===== src/rtl/alu_sequencer.sv =====
// alu_sequencer: round-robin front end for a shared 8-bit accumulator ALU.
// Native ops run in a single execute cycle. MUL (low byte of an 8x8 product)
// runs as an 8-iteration shift-add loop through the same ALU: one add step,
// then one shift step per multiplier bit. Results come back tagged and registered.
module alu_sequencer (
  input  logic       clk,
  input  logic       rst_n,
  input  logic       req0_valid,
  output logic       req0_ready,
  input  logic [3:0] req0_op,
  input  logic [7:0] req0_a,
  input  logic [7:0] req0_b,
  input  logic       req1_valid,
  output logic       req1_ready,
  input  logic [3:0] req1_op,
  input  logic [7:0] req1_a,
  input  logic [7:0] req1_b,
  output logic [7:0] alu_acc,
  output logic [7:0] alu_reg,
  output logic [2:0] alu_op,
  input  logic [7:0] alu_rslt,
  input  logic       alu_zero,
  output logic       rsp_valid,
  output logic       rsp_id,
  output logic [7:0] rsp_data,
  output logic       rsp_zero,
  output logic       rsp_err
);
  localparam logic [2:0] OP_ADD = 3'd0;
  localparam logic [2:0] OP_SLL = 3'd2;
  localparam logic [3:0] OP_MUL = 4'd8;

  typedef enum logic [2:0] {IDLE, EXEC, MUL_ADD, MUL_SHF, RESP} state_t;

  state_t     state_reg, state_next;
  logic       last_reg, last_next;       // id granted most recently
  logic [2:0] op_reg, op_next;           // native op select (bit 3 folded into err / MUL path)
  logic [7:0] a_reg, a_next;
  logic [7:0] b_reg, b_next;
  logic       id_reg, id_next;
  logic       err_reg, err_next;
  logic [7:0] prod_reg, prod_next;       // running product
  logic [7:0] mcand_reg, mcand_next;     // multiplicand, doubled each iteration
  logic [7:0] mplier_reg, mplier_next;   // multiplier, consumed LSB first
  logic [2:0] cnt_reg, cnt_next;         // iteration count, 0..7
  logic [7:0] data_reg, data_next;
  logic       zero_reg, zero_next;

  logic       grant0, grant1;
  logic [3:0] sel_op;
  logic [7:0] sel_a, sel_b;

  // Round-robin grant: on a tie the requester not served last wins; mux the winner's request.
  always_comb begin
    grant0 = req0_valid && (!req1_valid || last_reg);
    grant1 = req1_valid && (!req0_valid || !last_reg);
    sel_op = grant1 ? req1_op : req0_op;
    sel_a  = grant1 ? req1_a  : req0_a;
    sel_b  = grant1 ? req1_b  : req0_b;
  end

  assign req0_ready = (state_reg == IDLE) && grant0;
  assign req1_ready = (state_reg == IDLE) && grant1;

  assign rsp_valid = (state_reg == RESP);
  assign rsp_id    = id_reg;
  assign rsp_data  = data_reg;
  assign rsp_zero  = zero_reg;
  assign rsp_err   = err_reg;

  // Next-state and ALU pin drive; every register holds unless its state updates it.
  always_comb begin
    state_next  = state_reg;
    last_next   = last_reg;
    op_next     = op_reg;
    a_next      = a_reg;
    b_next      = b_reg;
    id_next     = id_reg;
    err_next    = err_reg;
    prod_next   = prod_reg;
    mcand_next  = mcand_reg;
    mplier_next = mplier_reg;
    cnt_next    = cnt_reg;
    data_next   = data_reg;
    zero_next   = zero_reg;
    alu_op      = OP_ADD;
    alu_acc     = 8'h00;
    alu_reg     = 8'h00;
    case (state_reg)
      IDLE: begin
        if (grant0 || grant1) begin
          id_next     = grant1;
          last_next   = grant1;
          op_next     = sel_op[2:0];
          a_next      = sel_a;
          b_next      = sel_b;
          err_next    = (sel_op > OP_MUL);
          prod_next   = 8'h00;
          mcand_next  = sel_a;
          mplier_next = sel_b;
          cnt_next    = 3'd0;
          state_next  = (sel_op == OP_MUL) ? MUL_ADD : EXEC;
        end
      end
      EXEC: begin
        // An illegal op still occupies the ALU slot but with a harmless Add and a zeroed result.
        alu_op     = err_reg ? OP_ADD : op_reg;
        alu_acc    = a_reg;
        alu_reg    = b_reg;
        data_next  = err_reg ? 8'h00 : alu_rslt;
        zero_next  = err_reg ? 1'b0 : alu_zero;
        state_next = RESP;
      end
      MUL_ADD: begin
        alu_op  = OP_ADD;
        alu_acc = mcand_reg;
        alu_reg = prod_reg;
        if (mplier_reg[0]) prod_next = alu_rslt;
        state_next = MUL_SHF;
      end
      MUL_SHF: begin
        alu_op      = OP_SLL;
        alu_acc     = mcand_reg;
        alu_reg     = 8'd1;
        mcand_next  = alu_rslt;
        mplier_next = mplier_reg >> 1;
        cnt_next    = cnt_reg + 3'd1;
        if (cnt_reg == 3'd7) begin
          data_next  = prod_reg;
          zero_next  = (prod_reg == 8'h00);
          state_next = RESP;
        end else begin
          state_next = MUL_ADD;
        end
      end
      RESP:    state_next = IDLE;
      default: state_next = IDLE;
    endcase
  end

  // State and datapath registers; reset drops any in-flight op.
  always_ff @(posedge clk or negedge rst_n) begin
    if (!rst_n) begin
      state_reg  <= IDLE;
      last_reg   <= 1'b1;
      op_reg     <= 3'd0;
      a_reg      <= 8'h00;
      b_reg      <= 8'h00;
      id_reg     <= 1'b0;
      err_reg    <= 1'b0;
      prod_reg   <= 8'h00;
      mcand_reg  <= 8'h00;
      mplier_reg <= 8'h00;
      cnt_reg    <= 3'd0;
      data_reg   <= 8'h00;
      zero_reg   <= 1'b0;
    end else begin
      state_reg  <= state_next;
      last_reg   <= last_next;
      op_reg     <= op_next;
      a_reg      <= a_next;
      b_reg      <= b_next;
      id_reg     <= id_next;
      err_reg    <= err_next;
      prod_reg   <= prod_next;
      mcand_reg  <= mcand_next;
      mplier_reg <= mplier_next;
      cnt_reg    <= cnt_next;
      data_reg   <= data_next;
      zero_reg   <= zero_next;
    end
  end
endmodule


===== config.mk =====
export PLATFORM = sky130hd
export DESIGN_NAME = alu_sequencer
export DESIGN_NICKNAME = d
export VERILOG_FILES = /design/src/rtl/alu_sequencer.sv
export SDC_FILE = /design/constraint.sdc
export NUM_CORES = 1
export LEC_CHECK = 0
export CELL_PAD_IN_SITES_DETAIL_PLACEMENT = 1
export CELL_PAD_IN_SITES_GLOBAL_PLACEMENT = 2
export CORE_MARGIN = 5
export CORE_UTILIZATION = 31
export DETAILED_ROUTE_END_ITERATION = 7
export GPL_TIMING_DRIVEN = 0
export PLACE_DENSITY = 0.9
export SLEW_MARGIN = 10
export SYNTH_ARGS = -nofsm -noshare
export SYNTH_HDL_FRONTEND = slang
export SYNTH_SLANG_ARGS = --single-unit

===== constraint.sdc =====
create_clock -name clk -period 2.3 [get_ports clk]
set_input_delay 0.575 -clock clk [delete_from_list [all_inputs] [get_ports clk]]
set_output_delay 0.575 -clock clk [all_outputs]
set_load 0.005 [all_outputs]

==> reports/qor.txt <==
Root Buffer: clkbuf_8
Clk_skew: 0.009833 ns
Starting Density: 31.58%
Total Power: 5.628 mW
Synth top area cells: dfrtp_1, mux2i_1, a221o_1
Cts hold-fix bufs: 0
Violated checks: negative setup slack
Detailed Place HPWL: 7.477 mm
CP endpoint kind: output pin
FF+latch count, synth: 61
I/O pins: 86
First-pass GRT wire length: 16.79 mm
Max-cap viol count: 0
Crit share post-route: 104.9%
Number of antenna diodes: 0
Synth Warn #: 0
Grt total ovfl: 0
Buffer depth of the longest clock path: 2
Setup violators final: 1
Seq/Total Area, Yosys: 49.96%
Final hold vios: 0
# rows: 36
DR iter-0 viols: 124
Final GP Congestion: 0.7887
Worst EP required: 1.73 ns
Drt wl/cell: 18.53 um
Initial antenna violation count: 0
Dominant synthesized flop cell: dfrtp_1
HP Class: in -> async
Net Count, Synth: 364
Worst slew margin: 47.53%
Post-synth EDFFs: 0
Area Overhead vs Synth: 48.45%
RSZ-0062 raised after global routing: yes
VDD IR max: 0.3810 mV
Largest net degree at the start of global routing: 62
Fillers: 1102
Mean Syn Cell Area: 9.896 sq um
Commonest cells after routing, fill and taps aside: clkdlybuf4s50_1, dfrtp_1, nor2_1
Htree depth: 3
CTS tree: built
Die X: 109.3 um
Worst-Margin Slew: 0.7870 ns
Syn Inst Count: 309
Total CTS buffers: 9
Residual DRC: 0
Static leakage: 2.073 nW
Pwr per Cell Area: 1240 nW/um^2
Final setup margin: -0.1134 ns
Cell accounting for the most synthesized area: dfrtp_1
Total track usage: 18.48%
Layout Utilization: 46.87%
Clock transition at path regs: 0.08 ns
Die area: 11950 sq um
Post-DRT Antenna Nets: 0
Nets: 478
# port buffers: 85
Clock sinks: 61
Clk_lat worst skew: 0.35 ns
Highest clock rate: 414.4 MHz
Vias in the first global route: 3200
Crit path launch type: flip-flop
Fin crit period: 2.413 ns
Commonest non-fill, non-tap cell in the layout: clkdlybuf4s50_1
Synth top area share: 49.10%
Synth async-reset ratio: 100.0%
Mapped Area: 3058 sq um
Critical path type: reg -> out
Count of final max-slew check failures: 0
TritonRoute pass-1 iters: 4
Layout cell share with drive strength beyond 1: 21.96%
Routed wire length: 10.40 mm
Outcome: finished, violations left
DR vias: 2841
Die height: 109.3 um
Core Area: 9684 sq um
Yosys cell types: 36
Setup Slack @ Placement: -0.7296 ns
Non-filler cells, final: 561
Placed cells: 527
Via density: 5.064
Crit path max fanout: 10
Critical Path AT: 1.84 ns
-- layer usage --
layer | global-route usage (%) | vias to the layer above | wire (um)
li1 | - | 1343 | -
met1 | 22.89 | 1403 | 4466
met2 | 31.17 | 81 | 5186
met3 | 4.991 | 14 | 582
met4 | 6.144 | 0 | 162
met5 | 0 | - | 0
-- critical path: stages, from the launching register on --
cell,delay [ns]
dfrtp_2,0.46
clkbuf_8,0.19
buf_4,0.19
nor2_2,0.14
clkdlybuf4s50_1,0.51
-- timing repair --
action / CTS / global route
cloned: 0 / 0
pin swaps: 11 / 2
setup endpoints to repair: 22 / 17
gates resized for setup: 90 / 10
buffers inserted: 17 / 4
-- synth_stat cells (6+ instances only) --
cell type and instances:
nor2_1 38, a21oi_1 15, a221o_1 15, inv_1 12, a22oi_1 16, o21ai_0 22
buf_2 10, dfrtp_1 60, nor3b_1 9, nand4_1 8, clkbuf_1 9, mux2i_1 20
a21o_1 15, nand2_1 22, o21ai_1 6
-- where the power goes --
part	switching (mW)	total, mW	internal (mW)
Sequential	0.366	1.91	1.54
Clock	0.482	0.997	0.515
Combinational	1.35	2.72	1.37
Total	2.20	5.63	3.43
-- per-stage QoR --
step                      TNS (ns)  area [sq um]  hold WS, ns
after floorplan                  0          3058       0.2794
after global placement      -86.69          4075       0.4597
after detailed placement    -7.539          4073       0.4663
after CTS                  -0.5187          4528       0.3307
after global routing       -0.2113          4539       0.3687
final                      -0.1134          4539       0.3051
-- cell type report --
cell class / instances / area, sq um / share of cell area, %
Tap cell: 133 / 166.4 / 3.666
Clock buffer: 9 / 123.9 / 2.729
Clock inverter: 7 / 82.58 / 1.819
Timing Repair Buffer: 106 / 973.4 / 21.44
Inverter: 12 / 45.04 / 0.9923
Buffer: 20 / 152.6 / 3.363
Sequential cell: 61 / 1531 / 33.74
Multi-Input combinational cell: 213 / 1464 / 32.25
-- worst paths after layout --
path	startpoint	to	slack (ns)	depth (start not counted)
max	state_reg[2]	alu_reg[7]	-0.11	4
max reg2reg	state_reg[0]	prod_reg[7]	0.36	6
min reg2reg	b_reg[6]	b_reg[6]	0.49	1
max in group asynchronous	rst_n	state_reg[1]	1.42	1
min in group clk	b_reg[6]	b_reg[6]	0.49	1
min	rst_n	rsp_data[4]	0.31	1
-- cell families (layout without fill, tap and decap cells) --
kind of cell	after synthesis	count (layout)	share of synthesized area, %
compound gates	94	94	21.15
buf+inv	35	154	5.319
mux	21	21	6.915
fa+ha+maj	2	2	0.8182
flops	61	61	49.96
simple gates	96	96	15.84
No activity file was read; power rests on OpenSTA's default activity.
